File: src/rtl/reset_seq_pkg.sv
// Shared types and sizing helpers for the reset domain sequencer.
package reset_seq_pkg;

    typedef enum logic [1:0] {
        StHold    = 2'd0,
        StStretch = 2'd1,
        StWait    = 2'd2,
        StRun     = 2'd3
    } seq_state_e;

    // Bits needed to hold 0..n-1, never less than one.
    function automatic int unsigned range_width(input int unsigned n);
        return (n <= 2) ? 1 : $clog2(n);
    endfunction

    localparam int unsigned DEF_NUM_DOMAINS    = 4;
    localparam int unsigned DEF_SYNC_STAGES    = 3;
    localparam int unsigned DEF_STRETCH_CYCLES = 16;
    localparam int unsigned DEF_ACK_TIMEOUT    = 255;

    // Counter widths for the default configuration; the top recomputes them from its parameters.
    localparam int unsigned CNT_W = range_width(DEF_STRETCH_CYCLES);
    localparam int unsigned TMR_W = range_width(DEF_ACK_TIMEOUT + 1);
    localparam int unsigned IDX_W = range_width(DEF_NUM_DOMAINS);

endpackage

File: src/rtl/reset_sync.sv
// Reset deassertion synchronizer: asserts asynchronously, releases after SYNC_STAGES edges.
module reset_sync #(
    parameter int unsigned SYNC_STAGES = 3
) (
    input  logic clock,
    input  logic reset_n,
    output logic rst_sync_n
);

    logic [SYNC_STAGES-1:0] sync_q;

    // Shift a constant 1 through the chain; cleared at once by reset_n.
    always_ff @(posedge clock or negedge reset_n) begin
        if (!reset_n) begin
            sync_q <= '0;
        end else begin
            sync_q <= {sync_q[SYNC_STAGES-2:0], 1'b1};
        end
    end

    assign rst_sync_n = sync_q[SYNC_STAGES-1];

endmodule

File: src/rtl/reset_domain_sequencer.sv
// Releases reset domains one at a time in index order after a synchronized, stretched reset.
module reset_domain_sequencer
    import reset_seq_pkg::*;
#(
    parameter int unsigned NUM_DOMAINS    = DEF_NUM_DOMAINS,
    parameter int unsigned SYNC_STAGES    = DEF_SYNC_STAGES,
    parameter int unsigned STRETCH_CYCLES = DEF_STRETCH_CYCLES,
    parameter int unsigned ACK_TIMEOUT    = DEF_ACK_TIMEOUT
) (
    input  logic                                clock,
    input  logic                                reset_n,
    input  logic [NUM_DOMAINS-1:0]              domain_ready,
    input  logic                                sw_reset_req,
    output logic [NUM_DOMAINS-1:0]              domain_reset_n,
    output logic                                sw_reset_ack,
    output logic                                seq_done,
    output logic                                seq_error,
    output logic [range_width(NUM_DOMAINS)-1:0] err_domain
);

    localparam int unsigned CntW = range_width(STRETCH_CYCLES);
    localparam int unsigned TmrW = range_width(ACK_TIMEOUT + 1);
    localparam int unsigned IdxW = range_width(NUM_DOMAINS);

    localparam logic [CntW-1:0] CntLast = CntW'(STRETCH_CYCLES - 1);
    localparam logic [TmrW-1:0] TmrLast = TmrW'(ACK_TIMEOUT);
    localparam logic [IdxW-1:0] IdxLast = IdxW'(NUM_DOMAINS - 1);

    logic rst_sync_n;

    reset_sync #(
        .SYNC_STAGES(SYNC_STAGES)
    ) u_reset_sync (
        .clock     (clock),
        .reset_n   (reset_n),
        .rst_sync_n(rst_sync_n)
    );

    seq_state_e             state_q, state_d;
    logic [CntW-1:0]        cnt_q, cnt_d;
    logic [TmrW-1:0]        tmr_q, tmr_d;
    logic [IdxW-1:0]        idx_q, idx_d;
    logic [NUM_DOMAINS-1:0] dom_q, dom_d;
    logic [IdxW-1:0]        err_dom_q, err_dom_d;
    logic                   err_q, err_d;
    logic                   armed_q, armed_d;
    logic                   swseq_q, swseq_d;
    logic                   ack_q, ack_d;
    logic                   cur_ready;
    logic                   timeout;

    assign cur_ready = domain_ready[idx_q];
    assign timeout   = (tmr_q == TmrLast);

    // State and counter registers; armed comes out of reset set so the first request is honoured.
    always_ff @(posedge clock or negedge reset_n) begin
        if (!reset_n) begin
            state_q   <= StHold;
            cnt_q     <= '0;
            tmr_q     <= '0;
            idx_q     <= '0;
            dom_q     <= '0;
            err_dom_q <= '0;
            err_q     <= 1'b0;
            armed_q   <= 1'b1;
            swseq_q   <= 1'b0;
            ack_q     <= 1'b0;
        end else begin
            state_q   <= state_d;
            cnt_q     <= cnt_d;
            tmr_q     <= tmr_d;
            idx_q     <= idx_d;
            dom_q     <= dom_d;
            err_dom_q <= err_dom_d;
            err_q     <= err_d;
            armed_q   <= armed_d;
            swseq_q   <= swseq_d;
            ack_q     <= ack_d;
        end
    end

    // Next-state logic: hold, stretch, per-domain handshake wait, then run.
    always_comb begin
        state_d   = state_q;
        cnt_d     = cnt_q;
        tmr_d     = tmr_q;
        idx_d     = idx_q;
        dom_d     = dom_q;
        err_dom_d = err_dom_q;
        err_d     = err_q;
        armed_d   = armed_q | ~sw_reset_req;
        swseq_d   = swseq_q;
        ack_d     = 1'b0;

        unique case (state_q)
            StHold: begin
                if (rst_sync_n) begin
                    state_d = StStretch;
                    cnt_d   = '0;
                end
            end
            StStretch: begin
                cnt_d = cnt_q + CntW'(1);
                if (cnt_q == CntLast) begin
                    dom_d[0] = 1'b1;
                    idx_d    = '0;
                    tmr_d    = '0;
                    state_d  = StWait;
                end
            end
            StWait: begin
                tmr_d = tmr_q + TmrW'(1);
                if (cur_ready || timeout) begin
                    // Ready wins over a coincident timeout.
                    if (!cur_ready) begin
                        err_d = 1'b1;
                        if (!err_q) begin
                            err_dom_d = idx_q;
                        end
                    end
                    if (idx_q != IdxLast) begin
                        dom_d = dom_q | (NUM_DOMAINS'(2) << idx_q);
                        idx_d = idx_q + IdxW'(1);
                        tmr_d = '0;
                    end else begin
                        state_d = StRun;
                        if (swseq_q) begin
                            ack_d   = 1'b1;
                            swseq_d = 1'b0;
                        end
                    end
                end
            end
            StRun: begin
                if (sw_reset_req && armed_q) begin
                    dom_d     = '0;
                    err_d     = 1'b0;
                    err_dom_d = '0;
                    armed_d   = 1'b0;
                    swseq_d   = 1'b1;
                    cnt_d     = '0;
                    state_d   = StStretch;
                end
            end
            default: begin
                state_d = StHold;
            end
        endcase
    end

    assign domain_reset_n = dom_q;
    assign sw_reset_ack   = ack_q;
    assign seq_done       = (state_q == StRun);
    assign seq_error      = err_q;
    assign err_domain     = err_dom_q;

endmodule
File: config.mk
export PLATFORM = sky130hd
export DESIGN_NAME = reset_domain_sequencer
export DESIGN_NICKNAME = d
export VERILOG_FILES = /design/src/rtl/reset_seq_pkg.sv /design/src/rtl/reset_sync.sv /design/src/rtl/reset_domain_sequencer.sv
export SDC_FILE = /design/constraint.sdc
export NUM_CORES = 1
export LEC_CHECK = 0
export ABC_AREA = 1
export CORE_UTILIZATION = 57
export CTS_CLUSTER_SIZE = 8
export DETAILED_ROUTE_END_ITERATION = 12
export DONT_BUFFER_PORTS = 1
export PLACE_DENSITY = 0.72
export SLEW_MARGIN = 15
export SYNTH_ARGS = -nofsm -noshare
export SYNTH_HDL_FRONTEND = slang
export SYNTH_HIERARCHICAL = 1
export SYNTH_SLANG_ARGS = --single-unit
File: constraint.sdc
create_clock -name clock -period 2.6 [get_ports clock]
set_input_delay 0.52 -clock clock [delete_from_list [all_inputs] [get_ports clock]]
set_output_delay 0.52 -clock clock [all_outputs]
set_load 0.005 [all_outputs]
==> results of run 1 <==
==> report_power, final <==
group          total, mW  internal, mW  switching [mW]
Sequential         0.669         0.568           0.100
Combinational      0.822         0.279           0.543
Clock              0.318         0.157           0.161
Total               1.81          1.00           0.805
==> layout make-up <==
type / count / area, um^2 / share of cell area (%)
clock buffer: 7 / 65.1 / 3.69
clock inverter: 1 / 5.00 / 0.284
inverter: 25 / 93.8 / 5.33
multi-input combinational: 137 / 802 / 45.5
sequential: 29 / 727 / 41.3
tap: 31 / 38.8 / 2.20
timing repair buffer: 2 / 30.0 / 1.70
==> stage by stage <==
stage          hold WS [ps]  utilization [%]  setup WS [ps]  instances
5_1_grt                 198             64.4            565        232
4_1_cts                 197             64.4            705        232
3_3_place_gp            225             60.8            830        222
6_report                215             64.4            715        232
2_1_floorplan           224                -           1080        193
3_5_place_dp            225             60.8            739        222
==> kinds of logic after synthesis <==
kind of cell             count (synthesis)  synth area share [%]
other                                    1                 0.228
AND/OR/NAND/NOR                         96                  28.8
XOR/XNOR                                 1                 0.534
buffers and inverters                   27                  6.86
flip-flops                              29                  44.3
adder cells (fa/ha/maj)                 11                  8.38
AO/OA/AOI/OAI                           28                  10.9
==> cells in the final DEF (no fill, tap or decap), types with 2 or more instances in the layout <==
cell type and n:
nand4_1 2, o21ai_0 16, clkbuf_4 5, ha_1 11
nand3_4 3, o21ai_1 2, a21o_2 2, o21bai_1 2
nand2_1 49, nor2_1 14, nand3_1 18, nand3b_1 2
clkbuf_8 2, dfrtp_1 28, nand3_2 2, inv_1 24
==> worst max-delay path: stages (launching register included) <==
cell     delay, ps
dfrtp_1        440
inv_1          100
ha_1           500
inv_1          110
or2_2          300
nand2_1         70
nor2_1          50
nand3_2         90
nand2_1         50
o21ai_0         80
==> sequential cells by signal, summed over array words and instances, names as in the netlist, 2 cells and up, named ones only <==
register,count
tmr_q,8
err_domain,2
idx_q,2
cnt_q,4
state_q,2
u_reset_sync/sync_q,3
domain_reset_n,3
==> worst max path at each step <==
stage | cells after the start | to | from | slack [ps]
after global placement | 8 | state_q[0] | state_q[0] | 830
after floorplan | 8 | tmr_q[4] | state_q[0] | 1080
after global routing | 9 | state_q[0] | state_q[0] | 560
after CTS | 9 | state_q[0] | state_q[0] | 710
after detailed placement | 9 | state_q[0] | state_q[0] | 740
final | 9 | state_q[0] | state_q[0] | 720
==> routing by layer <==
layer	share of wire, %	track usage [%]	wire, um
met1	48	28.5	1410
met2	46	34.1	1350
met3	4.2	7.91	125
met4	2.6	11.1	78
met5	0	0	0
==> repair_timing <==
item,in CTS,in global routing
gates resized for setup,0,0
endpoints found under the hold margin,28,0
hold buffers,2,0
==> results.md, run 1 <==
Critical path:
- The critical path in this run is classified as reg2reg.
- The worst setup path is launched from a flop.
- The critical path data required time is 2850 ps.
- The worst setup path is captured at a flop.
- The arrival time reported for the critical path endpoint is 2130 ps.
- The minimum setup slack among reg-to-reg paths is 720 ps.
- Counting cells, the worst reg-to-reg path comes to 9.
- The maximum fanout along the worst path is 12.
- The reg-to-reg critical path startpoint is state_q[0].
- The endpoint identified for the worst register-to-register timing path is state_q[0].

Routing:
- The total number of vias is 1242.
- The final antenna-violating net count is 0.
- Before antenna repair, the detailed router went through 4 iterations.
- In this run, the number of DRC markers left after iteration 0 of detailed routing was 20.
- The routed length per placed instance is 12.8 um.
- The number of vias per cell after detailed routing is 5.35.
- The final wirelength is 2970 um.
- After detailed routing, the number of remaining DRC violations is 0.

Floorplan:
- The floorplan has 19 rows.
- The width of the die is 55.7 um.
- The floorplan step defined a core boundary enclosing 0.00273 mm^2.
- The y dimension of the die is 55.7 um.
- For this design the top-level I/O count stands at 16.
- The die covers 0.00310 mm^2.
- For this configuration, the core starts out at a cell density of 60.0%.

Clock tree:
- The tree is rooted in a clkbuf_4.
- In this run the number of H-tree levels came out at 2.
- In this run the deepest clock path goes through 2 buffers.
- The CTS tree is built.
- Post-CTS timing repair inserted 0 buffers for setup.
- Buffers inserted during clock tree synthesis total 5.
- The clock slew at the register clock pins of the worst setup and hold paths is 90 ps.
- The sink count of the clock tree is 29.
- The clock reaches the later pin of the worst-skew pair after 330 ps.

Global route:
- The first global-routing pass estimated 5280 um of wire.
- The via count of the first global-routing pass is 1216.
- The number of antenna violations at the first check in global routing is 0.
- Summed over all layers, the global routing overflow is 0.
- Entering global routing, the biggest net connects 29 pins.
- Across every metal layer, demand over resource in global routing totals 22.4%.

Min path:
- The cell depth of the worst min-delay path is 1.
- The worst hold path begins at sw_reset_req.
- The class of the most critical hold timing path is in2reg.
- The end point of the most critical hold path is armed_q.

STA:
- The final critical path time including I/O delays and setup is 1880 ps.
- The final worst clock skew is 3.77 ps.
- The number of slew-limit violations in the final report is 0.
- In the final timing run, aggregate negative setup slack is 0 ps.
- For the pin with the worst max-slew slack, the measured transition is 540 ps.
- The final count of negative-setup-slack endpoints is 0.
- The number of hold violations in the final report is 0.
- The worst path uses 72.5% of the clock period.
- Derived from the worst setup path, the maximum achievable clock frequency is 531 MHz.
- Setup repair after global routing left no endpoint under its margin.
- In this run the tightest slew margin relative to its limit is 64.0%.

Run:
- The tool flagged a number of max-cap violations equal to 0.

Synth:
- The cell area after synthesis is 0.00164 mm^2.
- Among all flip-flop cells after synthesis, the most frequent one is dfrtp_1.
- The post-synthesis average cell area is 8.51 um^2.
- In the post-synthesis netlist, the cell with the most instances is nand2_1.
- Counting distinct cell types in the post-synthesis netlist gives 32.
- Synthesis handed over a netlist of 193 instances.
- The top cell type by area accounts for 42.7% of the synthesized area.
- Yosys printed 6 warnings.
- The sequential element share of the synthesized area is 44.3%.
- In the synthesized netlist, the cells that appear most often are nand2_1 (49), dfrtp_1 (28), inv_1 (24), nand3_1 (18), o21ai_0 (16).
- In the post-synthesis netlist, the biggest area contributors are dfrtp_1 (43%), nand2_1 (11%), ha_1 (8.4%).
- The count of flip-flops with a built-in enable after synthesis is 0.
- The library cell occupying the most area in the post-synthesis netlist is dfrtp_1.
- Counting flops and latches in the post-synthesis netlist gives 29.
- The proportion of synthesized flip-flops having asynchronous set or reset is 100%.
- Counting every net in the synthesized netlist gives 211.

Cells and area:
- The layout overhead on the synthesized area is 7.32%.
- The post-layout instance area is 0.00176 mm^2.
- The total number of nets in the final design is 218.
- The repair_antennas step left the layout with diodes totalling 0.
- Counting the fill cells in the layout gives 235.
- The share of final-layout standard cells stronger than drive strength 1 is 12.9%.

Power and ir drop:
- For this design the static power due to leakage is 0.917 nW.
- VDD sags by at most 0.814 mV.
- Dividing total power by cell area gives a power density of 1030 mW/mm^2.
- The total power is 1.81 mW.

Placed design:
- The placed cell area is 0.00166 mm^2.
- The post-detailed-placement half-perimeter wirelength is 2140 um.
- The count of buffers added on input and output ports is 0.
- At the end of routability-driven placement, the weighted congestion stood at 0.798.

Run status:
- The run finished with clean final reports.
Power figures use the tool's default switching activity.
==> run 2, diff against run 1 <==
Settings changed: CORE_UTILIZATION 57 to 56, PLACE_DENSITY 0.72 to 0.74.
Clock period 2.6 ns to 1.5 ns, I/O delays scaled along.
==> results.md, run 2 (synthesis results as in run 1) <==
Global route:
- The via count of the first global-routing pass was 1375 (was 1216).
- The total global routing overflow is 0 (unchanged).
- The number of antenna violations at the first check in global routing came to 0 (unchanged).
- The all-layer global routing usage was 22.8% (was 22.4%).
- The global-route wire length before repair is 5600 um (was 5280 um).
- The largest net degree at the start of global routing is 30 (was 29).

Floorplan:
- The y dimension of the die is 56.1 um (was 55.7 um).
- The starting density of the core is 59.5% (was 60.0%).
- The core outline area is 0.00276 mm^2 (was 0.00273 mm^2).
- The width of the die is 56.1 um (was 55.7 um).
- The area enclosed by the die boundary came to 0.00315 mm^2 (was 0.00310 mm^2).
- The count of standard-cell rows came to 19 (unchanged).
- The number of primary I/O pins is 16 (unchanged).

Power and ir drop:
- The power density over the cells is 1910 mW/mm^2 (was 1030 mW/mm^2).
- The combinational fraction of design power was 59.0% (was 45.5%).
- The leakage power is 1.03 nW (was 0.917 nW).
- The fraction of power spent switching nets is 43.7% (was 44.5%).
- The switching power summed over all nets came to 1.74 mW (was 0.805 mW).
- The relative contribution of sequential cells to total power is 29.6% (was 37.0%).
- The share of power burned in the clock network came to 11.3% (was 17.6%).
- The cell-internal power is 2.24 mW (was 1.00 mW).
- The maximum vdd ir drop came to 1.78 mV (was 0.814 mV).

Routing:
- The uppermost signal routing layer after detailed routing is met4 (unchanged).
- The post-detailed-route DRC marker count came to 0 (unchanged).
- The total number of vias is 1363 (was 1242).
- The first-pass iteration count of the detailed router is 4 (unchanged).
- The routed length on met2 was 1820 um (was 1350 um).
- The routed metal-1 wire length is 1520 um (was 1410 um).
- The routed length per placed instance is 13.9 um (was 12.8 um).
- The number of vias per cell after detailed routing is 5.35 (about the same).
- The final antenna-violating net count was 0 (unchanged).
- The number of design-rule violations left by the first detailed-router iteration was 57 (was 20).
- The final wirelength is 3540 um (was 2970 um).
- The sum of met3 wire segment lengths after detailed routing was 115 um (was 125 um).

Placed design:
- The post-detailed-placement half-perimeter wirelength is 2220 um (was 2140 um).
- The number of cells in the design after placement is 233 (was 222).
- The placed cell area is 0.00176 mm^2 (was 0.00166 mm^2).
- The count of input and output buffers was 0 (unchanged).
- The final weighted congestion in routability-driven placement is 0.844 (was 0.798).

Cells and area:
- Top library cells by usage in the layout, fill and taps aside: nand2_1 (41), dfrtp_1 (27), inv_1 (19) (was nand2_1 (49), dfrtp_1 (28), inv_1 (24)).
- Largest registers: tmr_q (8), cnt_q (4) (unchanged).
- The total of fill cells in the finished design is 184 (was 235).
- The leading cell type in the layout, fill and taps excluded is nand2_1 (unchanged).
- The flip-flop count of the largest register, all copies and words added was 8 (unchanged).
- The diode insertion count for antenna repair is 0 (unchanged).
- The total number of nets in the final design is 241 (was 218).
- The final design utilization came to 75.7% (was 64.4%).
- The sequential cell area in the final layout is 728 um^2 (was 727 um^2).
- The post-layout instance area is 0.00209 mm^2 (was 0.00176 mm^2).
- The layout overhead on the synthesized area is 27.2% (was 7.32%).
- The multi-input gate area in the final layout is 965 um^2 (was 802 um^2).
- The register name with the most flops is tmr_q (unchanged).
- The filler-free cell count of the finished design was 255 (was 232).
- The share of final-layout standard cells stronger than drive strength 1 is 33.5% (was 12.9%).

Clock tree:
- The later-pin clock latency in the skew report is 330 ps (about the same).
- The maximum buffer depth of the clock tree is 2 (unchanged).
- The clock slew at the register clock pins of the worst setup and hold paths is 100 ps (was 90 ps).
- The master cell of the clock root buffer is clkbuf_4 (unchanged).
- The sink count of the clock tree is 29 (unchanged).
- The total CTS buffers is 5 (unchanged).
- The maximum level of the CTS H-tree is 2 (unchanged).
- The CTS tree is built (unchanged).

STA:
- The final setup TNS is -64.4 ps (was 0 ps).
- The number of slew-limit violations in the final report is 0 (unchanged).
- The final worst clock skew was 19.9 ps (was 3.77 ps).
- The share of the cycle needed by the critical path after routing came to 102% (was 72.5%).
- The slack of the critical path is -30.7 ps (was 715 ps).
- The final critical path time including I/O delays and setup is 1530 ps (was 1880 ps).
- RSZ-0062 raised after global routing: yes (was no).
- The top achievable clock speed is 653 MHz (was 531 MHz).
- The number of hold violations in the final report is 0 (unchanged).
- The final worst hold slack came to 335 ps (was 215 ps).
- The final count of negative-setup-slack endpoints came to 5 (was 0).

Critical path:
- Cells along the critical path: buf_4 > ha_4 > buf_4 > o21a_4 > buf_4 > nand4_1 > nand2_1 (was inv_1 > ha_1 > inv_1 > or2_2 > nand2_1 > nor2_1 > nand3_2 > nand2_1 > o21ai_0).
- The peak per-stage delay on the critical path is 420 ps (was 500 ps).
- The maximum fanout along the worst path is 7 (was 12).
- The arrival time reported for the critical path endpoint was 1740 ps (was 2130 ps).
- The kind of critical path is reg2reg (unchanged).
- The endpoint class of the critical path is a flop (unchanged).
- The standard cell with the maximum stage delay on the critical path is dfrtp_1 (was ha_1).
- The critical path startpoint category is a flop (unchanged).
- The cell family contributing the most delay on the critical path is buffers and inverters (was simple AND/OR/NAND/NOR gates).
- Among the stages of the critical path, the cell type that occurs most often is buf_4.
- The number of buffer and inverter instances along the worst setup path is 3 (was 2).
- The critical path data required time is 1710 ps (was 2850 ps).
- The minimum setup slack among reg-to-reg paths is -30 ps (was 720 ps).

Run:
- The number of violations of the max-capacitance limit came to 0 (unchanged).

Min path:
- The class of the most critical hold timing path is in2reg (unchanged).

Run status:
- The checks that failed: setup timing.
- Run status: finished, violations left (was finished, final reports clean).
run 2: final cells by class:
type                            count  share of cell area (%)
Clock inverter                      1                   0.240
Sequential cell                    29                    34.9
Multi-Input combinational cell    139                    46.2
Clock buffer                        7                    2.16
Timing Repair Buffer               23                    10.1
Tap cell                           31                    1.86
Inverter                           25                    4.61
run 2: path summary, 6_finish.rpt:
check	from	end	cells past startpoint
max in group asynchronous	reset_n	armed_q	2
hold / removal	domain_ready[0]	sw_reset_ack	4
setup reg to reg	state_q[1]	err_domain[0]	7
min in group asynchronous	reset_n	tmr_q[3]	2
hold reg to reg	u_reset_sync/sync_q[1]	u_reset_sync/sync_q[2]	0
setup / recovery	state_q[1]	err_domain[0]	7
run 2: through the flow:
step	setup slack (ps)	power [mW]
after floorplan	-2.29	2.32
after global placement	-61.8	2.80
after detailed placement	-113	2.87
after CTS	-26.6	3.48
after global routing	-138	4.27
final	-30.7	3.99
run 2: power by group through the flow:
stage | Clock, mW | Sequential [mW] | Combinational, mW
after CTS | 0.453 | 1.16 | 1.87
after global routing | 0.484 | 1.20 | 2.59
after global placement | 0 | 1.16 | 1.64
after detailed placement | 0 | 1.17 | 1.70
after floorplan | 0 | 1.13 | 1.19
final | 0.452 | 1.18 | 2.35
run 2: repair_timing:
item	in CTS	in global routing
pin swaps	2	8
setup endpoints to repair	19	25
cloned	0	2
hold endpoints to repair	29	1
hold buffers	2	1
resized for setup	10	36
setup buffers	2	7
run 2: tightest hold or removal path, cell delays in order:
cell and delay (ps):
nand2_1 50, nand3_2 70, nand2_2 120, a21oi_1 90
run 2: layer usage:
layer / GRT usage, % / vias to the layer above
li1: - / 684
met1: 26.6 / 642
met2: 38.8 / 26
met3: 5.81 / 11
met4: 11.5 / 0
met5: 0 / -
